## config.mk

```make
export PLATFORM = sky130hd
export DESIGN_NAME = auto_route_n
export DESIGN_NICKNAME = d
export VERILOG_FILES = /design/src/rtl/auto_route_n.sv
export SDC_FILE = /design/constraint.sdc
export NUM_CORES = 1
export LEC_CHECK = 0
export CAP_MARGIN = 40
export CELL_PAD_IN_SITES_DETAIL_PLACEMENT = 1
export CELL_PAD_IN_SITES_GLOBAL_PLACEMENT = 2
export CORE_ASPECT_RATIO = 1.5
export CORE_MARGIN = 3
export CORE_UTILIZATION = 31
export CTS_BUF_LIST = sky130_fd_sc_hd__clkbuf_4 sky130_fd_sc_hd__clkbuf_8
export CTS_CLUSTER_DIAMETER = 50
export DETAILED_ROUTE_END_ITERATION = 16
export PLACE_DENSITY_LB_ADDON = 0.1
export SLEW_MARGIN = 10
export SYNTH_ARGS = -nofsm -noshare
export SYNTH_HDL_FRONTEND = slang
export SYNTH_SLANG_ARGS = --single-unit
```

## constraint.sdc

```tcl
create_clock -name TI -period 5 [get_ports TI]
set_input_delay 1.5 -clock TI [delete_from_list [all_inputs] [get_ports TI]]
set_output_delay 1.5 -clock TI [all_outputs]
set_load 0.05 [all_outputs]
```

## src/rtl/auto_route_n.sv

```systemverilog
// Per-channel AND / delay pulse evaluators feeding a merge stage that serialises
// simultaneous fires into one ABO pulse per cycle through a saturating backlog counter.
module auto_route_n #(
    parameter int              N    = 4,
    parameter logic [N-1:0]    MODE = N'(4'b0101),
    parameter int              CW   = 3
) (
    input  logic          TI,
    input  logic          RI,
    input  logic [N-1:0]  AI,
    input  logic [N-1:0]  BI,
    input  logic [N-1:0]  EI,
    output logic          ABO,
    output logic [CW-1:0] PEND,
    output logic          OVF
);

    localparam int             KW  = $clog2(N + 1);
    localparam int             TW  = CW + 6;
    localparam logic [TW-1:0]  CAP = TW'((1 << CW) - 1);

    logic [N-1:0]  a_q, a_d;
    logic [N-1:0]  b_q, b_d;
    logic [N-1:0]  fire_p1_q, fire_p1_d;
    logic          abo_p2_q, abo_p2_d;
    logic [CW-1:0] pend_p2_q, pend_p2_d;
    logic          ovf_p2_q, ovf_p2_d;
    logic [TW-1:0] total;
    logic [TW-1:0] total_m1;

    function automatic logic [KW-1:0] popcount(input logic [N-1:0] v);
        logic [KW-1:0] cnt;
        cnt = '0;
        for (int i = 0; i < N; i++) begin
            cnt = cnt + KW'(v[i]);
        end
        return cnt;
    endfunction

    function automatic logic [CW-1:0] sat_pend(input logic [TW-1:0] t);
        if (t > CAP) begin
            return CAP[CW-1:0];
        end
        return t[CW-1:0];
    endfunction

    // Stage 0: channel flags; a same-edge strobe survives the evaluate-clear.
    always_comb begin
        a_d       = a_q;
        b_d       = b_q;
        fire_p1_d = '0;
        for (int i = 0; i < N; i++) begin
            if (EI[i]) begin
                fire_p1_d[i] = MODE[i] ? (a_q[i] & b_q[i]) : a_q[i];
                a_d[i]       = AI[i];
                b_d[i]       = MODE[i] & BI[i];
            end else begin
                a_d[i]       = a_q[i] | AI[i];
                b_d[i]       = b_q[i] | (MODE[i] & BI[i]);
            end
        end
    end

    // Stage 1 -> 2: merge registered fires into backlog, emit one pulse per cycle.
    always_comb begin
        total     = TW'(pend_p2_q) + TW'(popcount(fire_p1_q));
        total_m1  = total - TW'(1);
        abo_p2_d  = 1'b0;
        pend_p2_d = pend_p2_q;
        ovf_p2_d  = ovf_p2_q;
        if (total != '0) begin
            abo_p2_d  = 1'b1;
            pend_p2_d = sat_pend(total_m1);
            ovf_p2_d  = ovf_p2_q | (total_m1 > CAP);
        end
    end

    always_ff @(posedge TI) begin
        if (RI) begin
            a_q       <= '0;
            b_q       <= '0;
            fire_p1_q <= '0;
            abo_p2_q  <= 1'b0;
            pend_p2_q <= '0;
            ovf_p2_q  <= 1'b0;
        end else begin
            a_q       <= a_d;
            b_q       <= b_d;
            fire_p1_q <= fire_p1_d;
            abo_p2_q  <= abo_p2_d;
            pend_p2_q <= pend_p2_d;
            ovf_p2_q  <= ovf_p2_d;
        end
    end

    assign ABO  = abo_p2_q;
    assign PEND = pend_p2_q;
    assign OVF  = ovf_p2_q;

endmodule

```

# Word-level counts from Yosys, hierarchy flattened
# Index checks and enable logic that the tools add are counted.
dict set report word_totals {
  register_bits 15
  inputBits 14
  out_inout_bits 5
  word_cells 44
}
dict set report classes {
  n_addsub 5
  order_cmp 1
  muxes 11
  bitwise_logic 13
  reduce_logical 5
}
# cell n
set ops {}
lappend ops {{greater-than comparator 9 x 3 -> 1 bit (second input constant)} 1}
lappend ops {{two-way mux 1 bit} 9}
lappend ops {{nonzero test 9 bit} 1}
lappend ops {{OR reduction 2 bit} 4}
lappend ops {{bitwise OR 1 bit} 7}
lappend ops {{two-way mux 3 bit} 2}
lappend ops {{subtractor 4 x 1 -> 5 bit (second input constant)} 1}
lappend ops {{adder 3 x 3 -> 4 bit} 1}
lappend ops {{NOT 1 bit} 4}
lappend ops {{adder 2 x 1 -> 3 bit} 1}
lappend ops {{adder 3 x 1 -> 3 bit} 1}
lappend ops {{adder 1 x 1 -> 2 bit} 1}
lappend ops {{AND 1 bit} 2}

# Longest topological paths before layout
# Gate-level depths: netlist of run 1.
dict set report depth {
  ltp_word 9
  mapped_depth 9
  ltp_nobuf 9
}

# Least setup slack after synthesis of run 1
# OpenSTA, ideal clock, no wires.
dict set report synth_timing {
  path_type {register to register}
  startpoint {reg pend_p2_q[0], in the netlist PEND[0]}
  endpoint {reg pend_p2_q[0], in the netlist PEND[0]}
  setup_ns 0.091
  arrival_ns 3.080
  required_ns 4.909
  setup_slack_ns 1.829
  stages_incl_launch_ff 10
  path_buffers 0
  period_less_slack_ns 3.171
  path_cell_list {dfxtp_1 fa_1 fa_1 inv_1 fa_1 ha_1 and3b_1 a31oi_4 nor2_1 a311oi_1}
}
dict set report synth_between {
  elab_chain_cells 6
  word_cells_on_any_way 7
  cone_classes {2 x add/sub; 1 x order compare; 3 x mux; 1 x reduce/logical}
}
# element line_no
set synth_lines {}
lappend synth_lines {{start, declared} 26} ;# logic [CW-1:0] pend_p2_q, pend_p2_d;
lappend synth_lines {{start signal, assigned} 91} ;# pend_p2_q <= pend_p2_d;
lappend synth_lines {{adder 3 x 3 -> 4 bit (*)} 66} ;# total = TW'(pend_p2_q) + TW'(popcount(fire_p1_q));
lappend synth_lines {{subtractor 4 x 1 -> 5 bit} 67} ;# total_m1 = total - TW'(1);
lappend synth_lines {{greater-than comparator 9 x 3 -> 1 bit} 41} ;# if (t > CAP) begin
lappend synth_lines {{two-way mux 1 bit} 41}
lappend synth_lines {{two-way mux 1 bit} 71} ;# if (total != '0) begin
lappend synth_lines {{two-way mux 3 bit} 44} ;# return t[CW-1:0];
# Mark *: on every way between the ends. The rest lies on a longest branch, timed or not. The select of a mux whose other input is x is not followed.
# A chain may end at the register's enable or synchronous reset.

# Worst setup path in the final report of run 1
# Same ends and word-level chain as after synthesis.

==> impl.org, run 1 <==
** Outcome
- Status :: complete, no violations

** Power and ir drop
- The internal portion of the total power is 286 uW.
- Per report_power, the sequential group accounts for approximately a third of the total.
- Clk network pwr share :: around 14%
- Combinational logic is responsible for a little over half of the overall power.
- For this design the total switching power over the nets is about 220 uW.
- Reported leakage power :: approximately 0.00037 uW
- Final Total Pwr :: 502 uW
- Net switching is a little over two fifths of the power.
- Power density over cell area :: approximately 550 nW/um2
- Maximum vdd drop :: 0.168 mV

** Critical path
- Critical path startpoint category :: register
- At the worst endpoint, the arrival time is 3240 ps.
- The worst setup path is captured at a register.
- Class of the most critical setup path :: register to register
- Required time of the worst setup path :: around 5200 ps
- Critical-path maximum fanout :: 6

** CTS
- Clock tree from TritonCTS :: built
- The later pin in the worst-skew pair is clocked with a latency of 280 ps.
- Gates resized during post-CTS repair numbered 0.
- Number of setup buffers added after CTS :: 0
- Clock sinks :: 15
- In this run the number of H-tree levels came out at 1.
- Counting along the longest clock path gives a buffer depth of 2.
- In this run, CTS created clock tree buffers numbering 3.
- The root buffer cell chosen for the clock tree is sky130_fd_sc_hd__clkbuf_4.
- After clock tree synthesis, the clock-pin slew on the worst setup and hold paths is around 80 ps.
- Hold buffer count at cts :: 0

** STA
- The worst path uses 61.3% of the clock period.
- Pins Over Slew Limit :: 0
- For this run, the top clock speed supported by timing is about 330 MHz.
- Between clock sinks in the finished design, the worst skew comes to roughly 2.5 ps.
- Headroom to the max-slew limit came out at a little under two thirds.
- The number of failing hold endpoints at the final stage is 0.
- Summed over all failing endpoints, the final setup total negative slack is 0 ps.
- Setup violations remaining at the end of the flow were counted as 0.
- Minimum clock period after layout :: roughly 3100 ps
- At the pin with the least slew margin, the transition time is ~550 ps.
- Setup repair after global routing left no endpoint under its margin.

** Yosys
- Register area share after synthesis :: between 40 and 50%
- Of all flip-flops after synthesis, the portion carrying an async set or reset was 0%.
- Count leader, synth :: sky130_fd_sc_hd__dfxtp_1
- In the post-synthesis netlist, the biggest area contributors are sky130_fd_sc_hd__dfxtp_1 (43%), sky130_fd_sc_hd__fa_1 (8.6%), sky130_fd_sc_hd__nor2_1 (7.0%), sky130_fd_sc_hd__a21oi_1 (5.8%), sky130_fd_sc_hd__ha_1 (5.4%).
- Post-synth EDFFs :: 0
- A synthesized cell averages between 9 and 10 um2.
- In this run, synthesis produced a sequential element count of 15.
- Post-Syn Nets :: between 90 and 100
- Commonest cells post-synth :: sky130_fd_sc_hd__dfxtp_1 (15), sky130_fd_sc_hd__nor2_1 (13), sky130_fd_sc_hd__inv_1 (9)
- Cell taking the most area after synthesis :: sky130_fd_sc_hd__dfxtp_1
- Unique cell type count in the Yosys netlist :: 19
- Yosys printed 0 warnings.
- Cell count after synthesis :: 75
- Among all flip-flop cells after synthesis, the most frequent one is sky130_fd_sc_hd__dfxtp_1.
- The synthesized design devotes to its leading area cell type about 43% of total area.
- Summing every instance area after synthesis gives between 600 and 700 um2.

** Route
- Detailed routing inserted a total of 579 vias.
- Wires add up to approximately 1400 um.
- In this run the remaining antenna-violating nets after routing total 0.
- Dividing the detail-routed via count by the number of cells gives roughly 5.0.
- In the final routed layout, each cell accounts on average for 12.1 um.
- The first routing iteration left 5 violations.
- Number of iterations in the first detailed-routing pass :: 4
- Number of remaining DRC errors :: 0

** Floorplan
- Total core area :: a little over 2000 um2
- Die ar. :: 2860 um2
- Height of the die :: 64.0 um
- The initial utilization of the core area, before any placement, comes to approximately a third.
- Number of placement rows :: 20
- Die width :: 44.7 um
- 19 I/O pins were placed.

** Global route
- Initial antenna violation count :: 0
- The first global-routing pass estimated between 2000 and 3000 um of wire.
- For this run, the total global-route usage over all layers was measured as approximately an eighth.
- The number of global-route vias before repair was 641.
- For this run, global-route usage on met2 was measured as 20.9%.
- After global routing the overflow that remains totals 0.
- Routing usage on met1 :: 11.6%
- Entering global routing, the biggest net connects 16 pins.
- The layer flagged by global routing as most heavily used is met2.
- In the global route stage, met3 resource usage came out at under 10%.

** Placed design
- HPWL after detailed placement :: between 1000 and 1500 um
- Buffers added on ports :: 16
- At the end of routability-driven placement, the weighted congestion stood at 0.695.
- In this run, placement finished with an instance count of between 100 and 150.

** Flow run
- # Max-Cap Violations :: 0

** Final layout
- Of the cells placed in the final design, the portion with a size suffix greater than 1 is 7.45%.
- Filler cell count in the final layout :: between 200 and 300
- In the final design database the tool counted approximately 120 nets.
- Final instance count without filler cells :: 116
- Relative to the synthesized area, the layout overhead comes to 30.8%.
- The number of antenna diodes in the final layout is 0.

** Worst hold path
- Kind of path behind the tightest hold check :: register to register
[final timing paths]
path | from | to | slack (ps) | cells after the start
hold reg to reg | a_q[3] | fire_p1_q[3] | 440 | 2
setup reg to reg | PEND[0] | PEND[0] | 1940 | 9
setup / recovery | PEND[0] | PEND[0] | 1940 | 9
hold / removal | a_q[3] | fire_p1_q[3] | 440 | 2
[cells by family after synthesis]
group	share of synthesized area [%]
xor+xnor	5.04
fa+ha+maj	14.0
compound gates	16.2
simple gates	16.2
buf+inv	5.39
flops	43.2
[cell type report]
class	instances	area, um2	area share [%]
Timing Repair Buffer	16	160	17.6
Tap cell	22	27.5	3.03
Clock buffer	4	30.0	3.30
Multi-Input combinational cell	50	358	39.3
Sequential cell	15	300	33.0
Inverter	9	33.8	3.71
[per-layer routing]
metal  up-vias  share of wire, %
met5         -                 0
met4         0               3.8
met3         6               3.9
met2        15                56
met1       274                37
li1        284                 -
[state kept, by name, indices dropped and copies added, names as in the netlist]
register	flops
ABO	1
OVF	1
PEND	3
a_q	4
b_q	2
fire_p1_q	4
[layout by cell type, fill, tap and decap left out]
| cell type | n |
|---|---|
| sky130_fd_sc_hd__nand2b_1 | 2 |
| sky130_fd_sc_hd__dfxtp_1 | 15 |
| sky130_fd_sc_hd__inv_1 | 9 |
| sky130_fd_sc_hd__clkdlybuf4s50_1 | 16 |
| sky130_fd_sc_hd__a21oi_1 | 8 |
| sky130_fd_sc_hd__ha_1 | 3 |
| sky130_fd_sc_hd__clkbuf_4 | 4 |
| sky130_fd_sc_hd__a311oi_1 | 3 |
| sky130_fd_sc_hd__a211oi_1 | 1 |
| sky130_fd_sc_hd__nor3_1 | 3 |
| sky130_fd_sc_hd__fa_1 | 3 |
| sky130_fd_sc_hd__xnor2_1 | 2 |
| sky130_fd_sc_hd__and3b_1 | 1 |
| sky130_fd_sc_hd__nor2b_1 | 2 |
| sky130_fd_sc_hd__nor2_1 | 13 |
| sky130_fd_sc_hd__a31o_2 | 1 |
| sky130_fd_sc_hd__nand2_1 | 4 |
| sky130_fd_sc_hd__a21oi_2 | 1 |
| sky130_fd_sc_hd__xor2_1 | 2 |
| sky130_fd_sc_hd__a31oi_4 | 1 |
[critical path: stages (launching register included)]
cell and delay (ps):
sky130_fd_sc_hd__dfxtp_1 350, sky130_fd_sc_hd__fa_1 510, sky130_fd_sc_hd__fa_1 420, sky130_fd_sc_hd__inv_1 90, sky130_fd_sc_hd__fa_1 460, sky130_fd_sc_hd__ha_1 330
sky130_fd_sc_hd__and3b_1 250, sky130_fd_sc_hd__a31oi_4 230, sky130_fd_sc_hd__nor2_1 80, sky130_fd_sc_hd__a311oi_1 250
[stage by stage]
stage | hold slack, ps | setup slack, ps | instance area (um2) | util (%)
after floorplan | 414 | 1830 | 696 | -
after global placement | 424 | 2000 | 880 | 42.3
after detailed placement | 432 | 1910 | 880 | 42.3
after CTS | 445 | 1890 | 910 | 43.8
after global routing | 474 | 1730 | 910 | 43.8
final | 440 | 1940 | 910 | 43.8
[power groups by stage]
stage	sequential [uW]	clock (uW)	combinational (uW)
floorplan	216	0	142
global placement	161	0	267
detailed placement	163	0	275
CTS	159	77.2	276
global route	164	82.9	300
finish	159	72.4	270
Power figures use the tool's default switching activity.
==> inputs of run 2 (changes only) <==
--- a/config.mk
+++ b/config.mk
@@ -10,7 +10,7 @@
 export CELL_PAD_IN_SITES_GLOBAL_PLACEMENT = 2
 export CORE_ASPECT_RATIO = 1.5
 export CORE_MARGIN = 3
-export CORE_UTILIZATION = 31
+export CORE_UTILIZATION = 28
 export CTS_BUF_LIST = sky130_fd_sc_hd__clkbuf_4 sky130_fd_sc_hd__clkbuf_8
 export CTS_CLUSTER_DIAMETER = 50
 export DETAILED_ROUTE_END_ITERATION = 16
==> constraint.sdc (replaced) <==
create_clock -name TI -period 2.9 [get_ports TI]
set_input_delay 0.87 -clock TI [delete_from_list [all_inputs] [get_ports TI]]
set_output_delay 0.87 -clock TI [all_outputs]
set_load 0.05 [all_outputs]
==> impl.org, run 2 (synthesis results as in run 1) <==
** Outcome
- Status: complete, no violations (unchanged).

** STA
- Final worst-path cycle share :: 95.6% (was 61.3%)
- The worst-case setup margin in the final layout came to 127 ps (was 1940 ps).
- The maximum operating frequency came to 361 MHz (was 327 MHz).
- The worst relative slew slack is 67.2% (was 63.5%).
- RSZ-0062 raised after global routing :: false (unchanged)
- Final clock skew :: 0.768 ps (was 2.54 ps)
- Tightest hold margin :: 440 ps (about the same)
- Total Negative Setup Slacks :: 0 ps (unchanged)
- Pins Over Slew Limit :: 0 (unchanged)
- Slew at the pin with the worst max-slew slack :: 490 ps (was 545 ps)
- Final hold violation count :: 0 (unchanged)
- Total of endpoints with negative setup slack in the final report :: 0 (unchanged)
- The post-layout minimum cycle time came to 2770 ps (was 3060 ps).

** Placed design
- Buffers added on ports :: 16 (unchanged)
- The HPWL reported at the end of detailed placement is 1090 um (was 1170 um).
- Setup slack after placement :: 53.6 ps (was 1910 ps)
- Final weighted congestion in routability-driven placement :: 0.727 (was 0.695)

** Critical path
- Sort of element at the end of the critical path :: register (unchanged)
- The type of origin of the critical path was a register (unchanged).
- Class of the most critical setup path :: register to register (unchanged)
- Critical-path maximum fanout :: 5 (was 6)
- Required time of the worst setup path :: 3090 ps (was 5180 ps)
- Data arrival time at the worst-slack endpoint :: 2960 ps (was 3240 ps)

** Route
- The top metal layer carrying routed signals is met4 (unchanged).
- The overall routed net length came to 1340 um (was 1400 um).
- The per-cell via count in the routed design was 4.73 (was 4.99).
- Detailed router's first-iteration violation count :: 11 (was 5)
- Met3 routed WL :: 59 um (was 55 um)
- The number of iterations in the first detailed-routing pass was 2 (was 4).
- Routed wire length per instance :: 11.1 um (was 12.1 um)
- The length of routed met2 wiring came to 693 um (was 781 um).
- The routed metal-1 wire length was 567 um (was 514 um).
- Count of antenna-violating nets left after detailed routing :: 0 (unchanged)
- The DRC violation count after routing was 0 (unchanged).
- Total via count after detailed routing :: 568 (was 579)

** Floorplan
- The effective utilization at floorplan came to 30.1% (was 33.5%).
- I/O Pins :: 19 (unchanged)
- The die span in y is 67.0 um (was 64.0 um).
- Number of placement rows :: 21 (was 20)
- Die ar. :: 3130 um2 (was 2860 um2)
- The core area is 2310 um2 (was 2080 um2).
- The die span in x is 46.7 um (was 44.7 um).

** Global route
- Pin count of the biggest net entering global routing :: 16 (unchanged)
- Number of global-route vias before repair :: 578 (was 641)
- The all-layer global routing usage is 10.9% (was 12.1%).
- Initial antenna violation count :: 0 (unchanged)
- The first-pass GRT wire length was 2410 um (was 2530 um).
- Total global routing overflow :: 0 (unchanged)

** Flow run
- # Max-Cap Violations :: 0 (unchanged)

** CTS
- Clock Path Buffers :: 2 (unchanged)
- The post-CTS clock slew at the launch and capture registers of the worst setup and hold paths is 90 ps (was 80 ps).
- The clock sink total came to 15 (unchanged).
- The clock tree root buffer cell was sky130_fd_sc_hd__clkbuf_4 (unchanged).
- The number of H-tree levels came to 1 (unchanged).
- Clock latency on the worst-skew pair :: 270 ps (was 280 ps)
- The number of buffers created by CTS came to 3 (unchanged).
- The hold buffer count at CTS is 0 (unchanged).
- Clock tree from TritonCTS :: built (unchanged)

** Final layout
- Number of nets at the end of the flow :: 118 (was 115)
- The diode insertion count for antenna repair came to 0 (unchanged).
- Share of final-layout standard cells stronger than drive strength 1 :: 13.4% (was 7.45%)
- Commonest non-fill, non-tap cells in the layout: sky130_fd_sc_hd__clkdlybuf4s50_1 (16), sky130_fd_sc_hd__dfxtp_1 (14), sky130_fd_sc_hd__nor2_1 (13) (was sky130_fd_sc_hd__clkdlybuf4s50_1 (16), sky130_fd_sc_hd__dfxtp_1 (15), sky130_fd_sc_hd__nor2_1 (13)).
- The layout-stage area growth over the synthesis result was 35.4% (was 30.8%).
- The most frequent standard cell in the layout excluding fill and tap cells is sky130_fd_sc_hd__clkdlybuf4s50_1 (unchanged).
- The core occupancy in the finished layout is 40.7% (was 43.8%).

** Power and ir drop
- Maximum vdd drop :: 0.254 mV (was 0.168 mV)
- Reported leakage power :: 0.000381 uW (was 0.000369 uW)
- The sum of internal, switching and leakage power is 891 uW (was 502 uW).
- Power density over cell area :: 946 nW/um2 (was 551 nW/um2)

** Worst hold path
- Kind of path behind the tightest hold check :: register to register (unchanged)
-- run 2: stage by stage --
step | area, um2 | instances
2_1_floorplan | 702 | 75
3_3_place_gp | 902 | 115
3_5_place_dp | 902 | 115
4_1_cts | 940 | 120
5_1_grt | 942 | 120
6_report | 942 | 120
-- run 2: layout make-up --
cell class	count	area, um2
sequential	15	304
multi-input combinational	50	363
timing repair buffer	19	183
tap	23	28.8
fill	291	1370
clock buffer	4	30.0
inverter	9	33.8
-- run 2: repair_timing --
action,in CTS,in global routing
pin swaps,0,2
endpoints found under the setup margin,1,4
resized for setup,0,1
buffers inserted,1,0
endpoints found under the hold margin,0,0
-- run 2: metal layers --
layer | vias to the layer above | global-route usage, %
li1 | 289 | -
met1 | 267 | 12.9
met2 | 10 | 17.6
met3 | 2 | 1.62
met4 | 0 | 7.27
met5 | - | 0
-- run 2: worst max-delay path: stages (launching register included) --
cell,delay (ps)
sky130_fd_sc_hd__dfxtp_4,360
sky130_fd_sc_hd__fa_1,490
sky130_fd_sc_hd__fa_2,370
sky130_fd_sc_hd__inv_1,80
sky130_fd_sc_hd__fa_1,460
sky130_fd_sc_hd__ha_2,210
sky130_fd_sc_hd__and3b_1,200
sky130_fd_sc_hd__a31oi_4,210
sky130_fd_sc_hd__nor2_1,80
sky130_fd_sc_hd__a311oi_1,240
-- run 2: path summary, 6_finish.rpt --
check / from / endpoint / slack, ps / cells past startpoint
max: PEND[0] / PEND[1] / 130 / 9
min reg2reg: b_q[0] / fire_p1_q[0] / 440 / 2
min: b_q[0] / fire_p1_q[0] / 440 / 2
max reg2reg: PEND[0] / PEND[1] / 130 / 9
-- run 2: power breakdown --
group,total [uW],internal (uW),switching (uW)
registers,276,246,29.3
logic,490,212,278
clock network,126,62.7,63.4
==> inputs of run 3 (changes only) <==
--- a/config.mk
+++ b/config.mk
@@ -14,7 +14,9 @@
 export CTS_BUF_LIST = sky130_fd_sc_hd__clkbuf_4 sky130_fd_sc_hd__clkbuf_8
 export CTS_CLUSTER_DIAMETER = 50
 export DETAILED_ROUTE_END_ITERATION = 16
+export GPL_ROUTABILITY_DRIVEN = 0
 export PLACE_DENSITY_LB_ADDON = 0.1
+export RECOVER_POWER = 100
 export SLEW_MARGIN = 10
 export SYNTH_ARGS = -nofsm -noshare
 export SYNTH_HDL_FRONTEND = slang
==> impl.org, run 3 (synthesis results as in run 1) <==
** Route
- Total via count after detailed routing :: 565 (was 568)
- Post-detailed-route via-to-cell ratio :: 4.71 (was 4.73)
- The top metal layer carrying routed signals was met4 (unchanged).
- Count of antenna-violating nets left after detailed routing :: 0 (unchanged)
- The routed metal-1 wire length is 564 um (was 567 um).
- The number of iterations in the first detailed-routing pass is 2 (unchanged).
- Detailed-route wire length :: 1330 um (was 1340 um)
- The total met3 wirelength after detailed routing was 59 um (unchanged).
- Detailed router's first-iteration violation count :: 7 (was 11)
- Routed wire length per instance :: 11.1 um (about the same)
- The length of routed met2 wiring is 694 um (was 693 um).
- The DRC violation count after routing is 0 (unchanged).

** STA
- Minimum clock period after layout :: 2770 ps (about the same)
- Pins Over Slew Limit :: 0 (unchanged)
- The portion of the clock cycle consumed by the worst path in the final layout is 95.5% (was 95.6%).
- The number of failing setup endpoints in the final timing report is 0 (unchanged).
- Normalized max-slew margin :: 55.9% (was 67.2%)
- Total Negative Setup Slacks :: 0 ps (unchanged)
- The actual slew at the worst max-slew pin came to 661 ps (was 490 ps).
- The number of failing hold endpoints at the final stage came to 0 (unchanged).
- Maximum operating frequency :: 361 MHz (about the same)
- Final clock skew :: 1.02 ps (was 0.768 ps)
- RSZ-0062 raised after global routing :: false (unchanged)

** Final layout
- Area of all placed cells without fillers :: 938 um2 (was 942 um2)
- Commonest non-fill, non-tap cells in the layout: sky130_fd_sc_hd__dfxtp_1 (14), sky130_fd_sc_hd__nor2_1 (13), sky130_fd_sc_hd__clkdlybuf4s50_1 (10) (was sky130_fd_sc_hd__clkdlybuf4s50_1 (16), sky130_fd_sc_hd__dfxtp_1 (14), sky130_fd_sc_hd__nor2_1 (13)).
- The diode insertion count for antenna repair came to 0 (unchanged).
- Most common cell after layout, fill and taps aside :: sky130_fd_sc_hd__dfxtp_1 (was sky130_fd_sc_hd__clkdlybuf4s50_1)
- The layout-stage area growth over the synthesis result was 34.9% (was 35.4%).
- The layout cell share with drive strength beyond 1 is 12.4% (was 13.4%).
- The total number of nets in the final design was 118 (unchanged).

** Floorplan
- The row count came to 21 (unchanged).
- The top-level port count came to 19 (unchanged).
- Starting density of the core :: 30.1% (unchanged)
- The die span in x is 46.7 um (unchanged).
- The core area came to 2310 um2 (unchanged).
- The die span in y is 67.0 um (unchanged).
- The floorplan die area came to 3130 um2 (unchanged).

** CTS
- The number of H-tree levels was 1 (unchanged).
- Cell at the root of the clock tree :: sky130_fd_sc_hd__clkbuf_4 (unchanged)
- The worst-case clock buffer depth came to 2 (unchanged).
- Clock sinks :: 15 (unchanged)
- Clock latency on the worst-skew pair :: 280 ps (was 270 ps)
- The post-CTS clock slew at the launch and capture registers of the worst setup and hold paths was 90 ps (about the same).
- The number of buffers created by CTS came to 3 (unchanged).
- The TritonCTS clock tree is built (unchanged).

** Flow run
- The number of violations of the max-capacitance limit is 0 (unchanged).

** Critical path
- Required time of the worst setup path :: 3090 ps (about the same)
- Data arrival time at the worst-slack endpoint :: 2960 ps (about the same)
- The type of the worst setup path was register to register (unchanged).
- Sort of element at the end of the critical path :: register (unchanged)
- The type of origin of the critical path was a register (unchanged).
- Critical-path maximum fanout :: 5 (unchanged)

** Power and ir drop
- The worst-case vdd ir drop is 0.252 mV (was 0.254 mV).
- Power density over cell area :: 937 nW/um2 (was 946 nW/um2)
- The sum of internal, switching and leakage power came to 879 uW (was 891 uW).
- Reported leakage power :: 0.000388 uW (was 0.000381 uW)

** Outcome
- Status :: complete, no violations (unchanged)

** Global route
- The initial antenna violation count came to 0 (unchanged).
- Total global routing overflow :: 0 (unchanged)
- The first-pass GRT wire length is 2410 um (unchanged).
- The all-layer global routing usage came to 10.9% (unchanged).
- Number of global-route vias before repair :: 578 (unchanged)
- Pin count of the biggest net entering global routing :: 16 (unchanged)

** Worst hold path
- Kind of path behind the tightest hold check :: register to register (unchanged)

** Placed design
- HPWL after detailed placement :: 1090 um (unchanged)
- The post-placement cell area was 902 um2 (unchanged).
- The number of I/O port buffers came to 16 (unchanged).
[run 3: worst paths after layout]
check,from,to,slack (ps),depth (start not counted)
worst min-delay path,b_q[0],fire_p1_q[0],440,2
worst max register to register,PEND[0],PEND[1],130,9
worst max-delay path,PEND[0],PEND[1],130,9
worst min register to register,b_q[0],fire_p1_q[0],440,2
[run 3: area by class of cell]
| cell class | count | area, um2 |
|---|---|---|
| inverters | 9 | 33.8 |
| multi-input cells | 50 | 363 |
| repair buffers | 19 | 179 |
| flip-flops and latches | 15 | 304 |
| well taps | 23 | 28.8 |
| clock buffers | 4 | 30.0 |
| fillers | 291 | 1370 |
[run 3: worst max-delay path, cell delays in order (launching register included)]
cell,delay [ps]
sky130_fd_sc_hd__dfxtp_4,360
sky130_fd_sc_hd__fa_1,490
sky130_fd_sc_hd__fa_2,370
sky130_fd_sc_hd__inv_1,80
sky130_fd_sc_hd__fa_1,460
sky130_fd_sc_hd__ha_2,210
sky130_fd_sc_hd__and3b_1,200
sky130_fd_sc_hd__a31oi_4,210
sky130_fd_sc_hd__nor2_1,70
sky130_fd_sc_hd__a311oi_1,230
[run 3: repair_timing]
item	in CTS	in global routing
buffers inserted	1	0
setup endpoints to repair	1	4
pin swaps	0	2
hold buffers	0	0
resized for setup	0	1
[run 3: where the power goes]
part,leakage [uW],switching (uW),internal [uW]
combinational,0.000244,277,201
sequential,0.000125,28.3,246
clock,0.0000184,63.5,62.7
[run 3: metrics by stage]
stage	setup WS [ps]	utilization, %	hold slack (ps)	std cells
floorplan	67.2	-	414	75
global placement	63.1	39.0	427	115
detailed placement	53.6	39.0	426	115
CTS	10.8	40.6	440	120
global route	15.0	40.6	463	120
finish	131	40.6	441	120
[run 3: per-layer routing]
layer / GRT usage (%) / vias to the layer above
li1: - / 288
met1: 12.9 / 265
met2: 17.6 / 10
met3: 1.62 / 2
met4: 7.27 / 0
met5: 0 / -
